===== src/rtl/alu_control_pkg.sv =====
// Shared types for the ALU control sequencer: ALU function codes, instruction
// opcodes, sequencer states and status-flag bit positions.
package opcodes;

   localparam int unsigned INSTR_W = 16;
   localparam int unsigned OPC_W   = 5;
   localparam int unsigned REG_W   = 3;
   localparam int unsigned FLAGS_W = 4;

   localparam int unsigned FLAGS_Z = 0;
   localparam int unsigned FLAGS_C = 1;
   localparam int unsigned FLAGS_V = 2;
   localparam int unsigned FLAGS_N = 3;

   typedef enum logic [3:0] {
      FnNOP = 4'd0,
      FnADD = 4'd1,
      FnADC = 4'd2,
      FnSUB = 4'd3,
      FnAND = 4'd4,
      FnOR  = 4'd5,
      FnNOT = 4'd6,
      FnLSL = 4'd7,
      FnLSR = 4'd8,
      FnMem = 4'd9
   } alu_functions_t;

   typedef enum logic [4:0] {
      OP_NOP  = 5'b00000,
      OP_ADD  = 5'b00001,
      OP_ADC  = 5'b00010,
      OP_SUB  = 5'b00011,
      OP_AND  = 5'b00100,
      OP_OR   = 5'b00101,
      OP_NOT  = 5'b00110,
      OP_LSL  = 5'b00111,
      OP_LSR  = 5'b01000,
      OP_ADDI = 5'b01001,
      OP_SUBI = 5'b01010,
      OP_LDW  = 5'b01100,
      OP_STW  = 5'b01101,
      OP_BR   = 5'b10000,
      OP_BEQ  = 5'b10001,
      OP_BNE  = 5'b10010,
      OP_BCS  = 5'b10011,
      OP_BMI  = 5'b10100,
      OP_HALT = 5'b11111
   } instr_opcode_t;

   typedef enum logic [1:0] {
      FETCH = 2'd0,
      EXEC  = 2'd1,
      MEM   = 2'd2,
      HALT  = 2'd3
   } ctrl_state_t;

   // ALU function for register/immediate arithmetic opcodes; FnNOP otherwise
   function automatic alu_functions_t alu_fn(input instr_opcode_t op);
      alu_functions_t fn;
      fn = FnNOP;
      case (op)
         OP_ADD, OP_ADDI: fn = FnADD;
         OP_ADC:          fn = FnADC;
         OP_SUB, OP_SUBI: fn = FnSUB;
         OP_AND:          fn = FnAND;
         OP_OR:           fn = FnOR;
         OP_NOT:          fn = FnNOT;
         OP_LSL:          fn = FnLSL;
         OP_LSR:          fn = FnLSR;
         default:         fn = FnNOP;
      endcase
      return fn;
   endfunction

endpackage


===== src/rtl/alu_control_cond_eval.sv =====
// Branch condition evaluation against the latched status flags.
module cond_eval
   import opcodes::*;
(
   input  instr_opcode_t       BranchOp,
   input  logic [FLAGS_W-1:0]  Status,
   output logic                Taken
);

   // No branch tests overflow; the bit is kept on the port for completeness
   logic w_unused_v;
   assign w_unused_v = Status[FLAGS_V];

   always_comb begin
      Taken = 1'b0;
      case (BranchOp)
         OP_BR:   Taken = 1'b1;
         OP_BEQ:  Taken = Status[FLAGS_Z];
         OP_BNE:  Taken = ~Status[FLAGS_Z];
         OP_BCS:  Taken = Status[FLAGS_C];
         OP_BMI:  Taken = Status[FLAGS_N];
         default: Taken = 1'b0;
      endcase
   end

endmodule


===== src/rtl/alu_control.sv =====
// Multi-cycle instruction sequencer driving the ALU and datapath.
// Optional illegal-opcode trap: define ALU_CTRL_ILLEGAL_TRAP_EN.
module alu_control
   import opcodes::*;
#(
   parameter int unsigned IMM_W = 16
) (
   input  logic                Clock,
   input  logic                Reset,
   input  logic [INSTR_W-1:0]  Instr,
   input  logic                InstrValid,
   output logic                InstrAck,
   input  logic                MemReady,
   input  logic [FLAGS_W-1:0]  Flags,
   output alu_functions_t      AluOp,
   output logic [REG_W-1:0]    Ra,
   output logic [REG_W-1:0]    Rb,
   output logic [REG_W-1:0]    Rd,
   output logic                ImmSel,
   output logic [IMM_W-1:0]    Imm,
   output logic                RegWe,
   output logic                MemRead,
   output logic                MemWrite,
   output logic                PcInc,
   output logic                PcLoad,
   output logic [FLAGS_W-1:0]  StatusReg,
   output logic                Halted
`ifdef ALU_CTRL_ILLEGAL_TRAP_EN
   ,
   output logic                IllegalOp
`endif
);

   ctrl_state_t          r_state;
   ctrl_state_t          w_state_nx;
   logic [INSTR_W-1:0]   r_ir;
   logic [FLAGS_W-1:0]   r_status;
   instr_opcode_t        w_op;
   logic                 w_is_alu;
   logic                 w_is_imm_alu;
   logic                 w_is_mem;
   logic                 w_is_br;
   logic                 w_is_legal;
   logic                 w_taken;

   assign w_op = instr_opcode_t'(r_ir[15:11]);

   always_comb begin
      w_is_alu     = 1'b0;
      w_is_imm_alu = 1'b0;
      w_is_mem     = 1'b0;
      w_is_br      = 1'b0;
      w_is_legal   = 1'b1;
      case (w_op)
         OP_ADD, OP_ADC, OP_SUB, OP_AND,
         OP_OR, OP_NOT, OP_LSL, OP_LSR:    w_is_alu = 1'b1;
         OP_ADDI, OP_SUBI: begin
            w_is_alu     = 1'b1;
            w_is_imm_alu = 1'b1;
         end
         OP_LDW, OP_STW:                   w_is_mem = 1'b1;
         OP_BR, OP_BEQ, OP_BNE,
         OP_BCS, OP_BMI:                   w_is_br  = 1'b1;
         OP_NOP, OP_HALT:                  w_is_legal = 1'b1;
         default:                          w_is_legal = 1'b0;
      endcase
   end

   cond_eval u_cond_eval (
      .BranchOp (w_op),
      .Status   (r_status),
      .Taken    (w_taken)
   );

   assign Rd        = r_ir[10:8];
   assign Ra        = r_ir[7:5];
   assign Rb        = r_ir[4:2];
   assign Imm       = w_is_mem ? IMM_W'($signed(r_ir[4:0])) : IMM_W'($signed(r_ir[7:0]));
   assign InstrAck  = (r_state == FETCH) & InstrValid;
   assign Halted    = (r_state == HALT);
   assign StatusReg = r_status;

   // Next state and datapath controls, decoded from state and IR
   always_comb begin
      w_state_nx = r_state;
      AluOp      = FnNOP;
      ImmSel     = 1'b0;
      RegWe      = 1'b0;
      MemRead    = 1'b0;
      MemWrite   = 1'b0;
      PcInc      = 1'b0;
      PcLoad     = 1'b0;
      case (r_state)
         FETCH: begin
            if (InstrValid) w_state_nx = EXEC;
         end
         EXEC: begin
            w_state_nx = FETCH;
            if (w_is_alu) begin
               AluOp  = alu_fn(w_op);
               ImmSel = w_is_imm_alu;
               RegWe  = 1'b1;
               PcInc  = 1'b1;
            end else if (w_is_mem) begin
               AluOp      = FnADD;
               ImmSel     = 1'b1;
               MemRead    = (w_op == OP_LDW);
               MemWrite   = (w_op == OP_STW);
               w_state_nx = MEM;
            end else if (w_is_br) begin
               PcLoad = w_taken;
               ImmSel = w_taken;
               PcInc  = ~w_taken;
            end else if (w_op == OP_HALT) begin
               w_state_nx = HALT;
            end else if (!w_is_legal) begin
`ifdef ALU_CTRL_ILLEGAL_TRAP_EN
               w_state_nx = HALT;
`else
               PcInc = 1'b1;
`endif
            end else begin
               PcInc = 1'b1;
            end
         end
         MEM: begin
            MemRead  = (w_op == OP_LDW);
            MemWrite = (w_op == OP_STW);
            if (MemReady) begin
               w_state_nx = FETCH;
               PcInc      = 1'b1;
               if (w_op == OP_LDW) begin
                  AluOp = FnMem;
                  RegWe = 1'b1;
               end
            end
         end
         HALT: w_state_nx = HALT;
         default: w_state_nx = FETCH;
      endcase
   end

   always_ff @(posedge Clock or posedge Reset) begin
      if (Reset) begin
         r_state  <= FETCH;
         r_ir     <= '0;
         r_status <= '0;
      end else begin
         r_state <= w_state_nx;
         if (InstrAck) r_ir <= Instr;
         // Flags are captured as an ALU op leaves EXEC so a following branch sees them
         if (r_state == EXEC && w_is_alu) r_status <= Flags;
      end
   end

`ifdef ALU_CTRL_ILLEGAL_TRAP_EN
   logic r_illegal;

   always_ff @(posedge Clock or posedge Reset) begin
      if (Reset)                                 r_illegal <= 1'b0;
      else if (r_state == EXEC && !w_is_legal)   r_illegal <= 1'b1;
   end

   assign IllegalOp = r_illegal;
`endif

endmodule


===== config.mk =====
export PLATFORM = sky130hd
export DESIGN_NAME = alu_control
export DESIGN_NICKNAME = d
export VERILOG_FILES = /design/src/rtl/alu_control_pkg.sv /design/src/rtl/alu_control_cond_eval.sv /design/src/rtl/alu_control.sv
export SDC_FILE = /design/constraint.sdc
export NUM_CORES = 1
export LEC_CHECK = 0
export BUFFER_PORTS_ARGS = -buffer_cell sky130_fd_sc_hd__buf_2
export CORE_UTILIZATION = 50
export CTS_CLUSTER_DIAMETER = 200
export DETAILED_ROUTE_END_ITERATION = 8
export HOLD_SLACK_MARGIN = 0.05
export PLACE_DENSITY = 0.94
export SYNTH_ARGS = -nofsm -noshare
export SYNTH_HDL_FRONTEND = slang
export SYNTH_SLANG_ARGS = --single-unit

===== constraint.sdc =====
create_clock -name Clock -period 2.8 [get_ports Clock]
set_input_delay 0.14 -clock Clock [delete_from_list [all_inputs] [get_ports Clock]]
set_output_delay 0.14 -clock Clock [all_outputs]
set_load 0.05 [all_outputs]

==> flow_metrics.env <==
export IMPL_path_clk_slew_ps=130
export IMPL_clockBufferDepth=2
export IMPL_cp_num_buf_inv=2
export IMPL_numPortBuffers=64
export IMPL_finalMaxSlewViolations=0
export IMPL_setup_viol=0
export IMPL_place_congestion=0.937
export IMPL_syn_num_nets=183
export IMPL_yosys_most_used_dff="dfrtp_1"
export IMPL_rsz0062_at_grt="no"
export IMPL_grt_overflow=0
export IMPL_crit_slowest_cell="dfrtp_1"
export IMPL_cp_start_kind="flop"
export IMPL_viasPerCell=5.30
export IMPL_cts_htree_levels=1
export IMPL_yosysSeqAreaShare=0.377
export IMPL_synthMuxAreaShare=0.145
export IMPL_skew_ps=4.42
export IMPL_first_global_vias=1217
export IMPL_crit_family="compound AO/OA/AOI/OAI gates"
export IMPL_synth_simple_area_share=0.115
export IMPL_diodes=0
export IMPL_vias=1287
export IMPL_rows=19
export IMPL_syn2layout_area_growth_pct=29.1
export IMPL_yosys_warnings=0
export IMPL_pre_cts_ws_ps=720
export IMPL_hpwl_mm=2.30
export IMPL_placedInstanceArea_um2=1630
export IMPL_synth_top_family_by_area="buffers and inverters"
export IMPL_synth_edf_count=0
export IMPL_yosys_area_top_type="dfrtp_1"
export IMPL_synthCells=150
export IMPL_maxCapViolations=0
export IMPL_post_cts_setup_buffers=0
export IMPL_cp_arrival_ps=2340
export IMPL_multi_input_area_um2=679
export IMPL_crit_fanout=9
export IMPL_start_util=0.529
export IMPL_clock_tree_root_cell="clkbuf_4"
export IMPL_synth_compound_area_frac=0.123
export IMPL_tns_ps=0
export IMPL_drive_above_1_share=0.406
export IMPL_fp_coreArea_um2=2760
export IMPL_fp_dieW_um=56.0
export IMPL_grt_pass1_wl_mm=5.45
export IMPL_dr_pass1_iters=4
export IMPL_drc=0
export IMPL_layout_setup_ws_ps=324
export IMPL_cp_cell_sequence="inv_1, ha_1, nor2_1, o21ai_0, a311oi_1, a32o_1, buf_2"
export IMPL_final_hold_violation_count=0
export IMPL_synth_xor_area_frac=0.00600
export IMPL_async_reset_ff_frac=1.00
export IMPL_grt_usage=0.225
export IMPL_antenna_found_initial=0
export IMPL_regArea_um2=551
export IMPL_stdcell_area_um2=1880
export IMPL_grt_max_degree=23
export IMPL_relSlewSlack=0.447
export IMPL_tightest_slew_ps=829
export IMPL_yosysUniqueCellTypes=33
export IMPL_fin_nets=246
export IMPL_avgSynthCellArea_um2=9.73
export IMPL_hp_class="input port to flop"
export IMPL_fillCellCount=205
export IMPL_ant_nets=0
export IMPL_routedWlPerCell_um=14.3
export IMPL_status="complete, no violations"
export IMPL_cts_tree="done"
export IMPL_worstSkewPairLatency_ps=320
export IMPL_period_needed_ps=2480
export IMPL_numCtsBuffers=3
export IMPL_synth_area_top_cells="dfrtp_1, mux2_2, buf_4"
export IMPL_finalCritPeriodShare=0.884
export IMPL_required_ps=2660
export IMPL_ys_ff_latch=22
export IMPL_crit_path_end_kind="output port"
export IMPL_fp_dieH_um=56.0
export IMPL_drt_initial_drc_count=33
export IMPL_setup_worst_path_class="flop to output port"
export IMPL_clock_sinks=22
export IMPL_mappedNetlistArea_um2=1460
export IMPL_io_pins=65
export IMPL_routed_wl_mm=3.49
export IMPL_synth_top_area_frac=0.377
export IMPL_max_freq_ghz=0.404
export IMPL_cpPeakStageDelay_ps=400
export IMPL_dieArea_um2=3140
export IMPL_synthAdderAreaFrac=0.0772
## Yosys cell counts (2+ instances only)
library cell  count
nor2_1            7
ha_1              9
dfrtp_1          22
a21oi_1           4
o21ai_0           9
a311oi_1          2
nand4_1           2
buf_4            23
nor3_1            3
nand3_1           3
mux2i_1           2
mux2_2           17
nand3b_1          2
nand2_1          14
inv_1            11
buf_2             3
## final cells by class
cell class                 count  share of cell area
timing repair buffer          84               0.276
inverter                      11              0.0219
sequential                    22               0.292
tap                           31              0.0206
clock inverter                 1              0.0159
clock buffer                   3              0.0120
multi-input combinational     91               0.361
## layer usage
| layer | track usage | vias up | routed length [µm] |
|---|---|---|---|
| met1 | 0.251 | 593 | 1330 |
| met5 | 0 | - | 0 |
| met4 | 0.0801 | 0 | 59 |
| met2 | 0.420 | 60 | 1860 |
| li1 | - | 628 | - |
| met3 | 0.0442 | 6 | 233 |
## cells by family (layout without fill, tap and decap cells)
kind of cell	Yosys count	count (layout)
multiplexers	19	19
XOR/XNOR	1	1
AO/OA/AOI/OAI	27	27
buffers and inverters	37	99
AND/OR/NAND/NOR	35	35
adder cells (fa/ha/maj)	9	9
flip-flops	22	22
## sequential cells by signal, summed over array words and instances, names as in the netlist
register / cells
StatusReg: 4
r_ir: 16
r_state: 2
## worst paths after layout
kind	from	end	slack, ps	depth (start not counted)
max	r_ir[11]	PcInc	320	7
min	Instr[10]	r_ir[10]	60	2
max reg2reg	r_ir[11]	r_state[1]	870	6
min reg2reg	StatusReg[2]	StatusReg[2]	520	1
max in group asynchronous	Reset	StatusReg[1]	1750	3
min in group asynchronous	Reset	r_ir[0]	540	3
## layout by cell type (no fill, tap or decap), types with 4 or more instances in the layout
cell           Yosys  layout
nor2_1             7       7
dlygate4sd3_1      0      20
dfrtp_1           22      22
inv_1             11      11
buf_2              3      64
o21ai_0            9       9
ha_1               9       9
nand2_1           14      14
mux2_2            17      17
a21oi_1            4       4
## stage by stage
stage           util  hold WS [ps]  cells
2_1_floorplan      -           129    150
3_3_place_gp   0.591           327    219
3_5_place_dp   0.591           352    219
4_1_cts        0.679          53.5    242
5_1_grt        0.683          59.5    243
6_report       0.683          60.5    243
## repair_timing
| item | in CTS | in global routing |
|---|---|---|
| resized for setup | 0 | 0 |
| endpoints found under the hold margin | 40 | 1 |
| hold buffers | 19 | 1 |
Power is not shown: default switching activity piles up to over one toggle a cycle in this logic, so the estimate is an artifact.
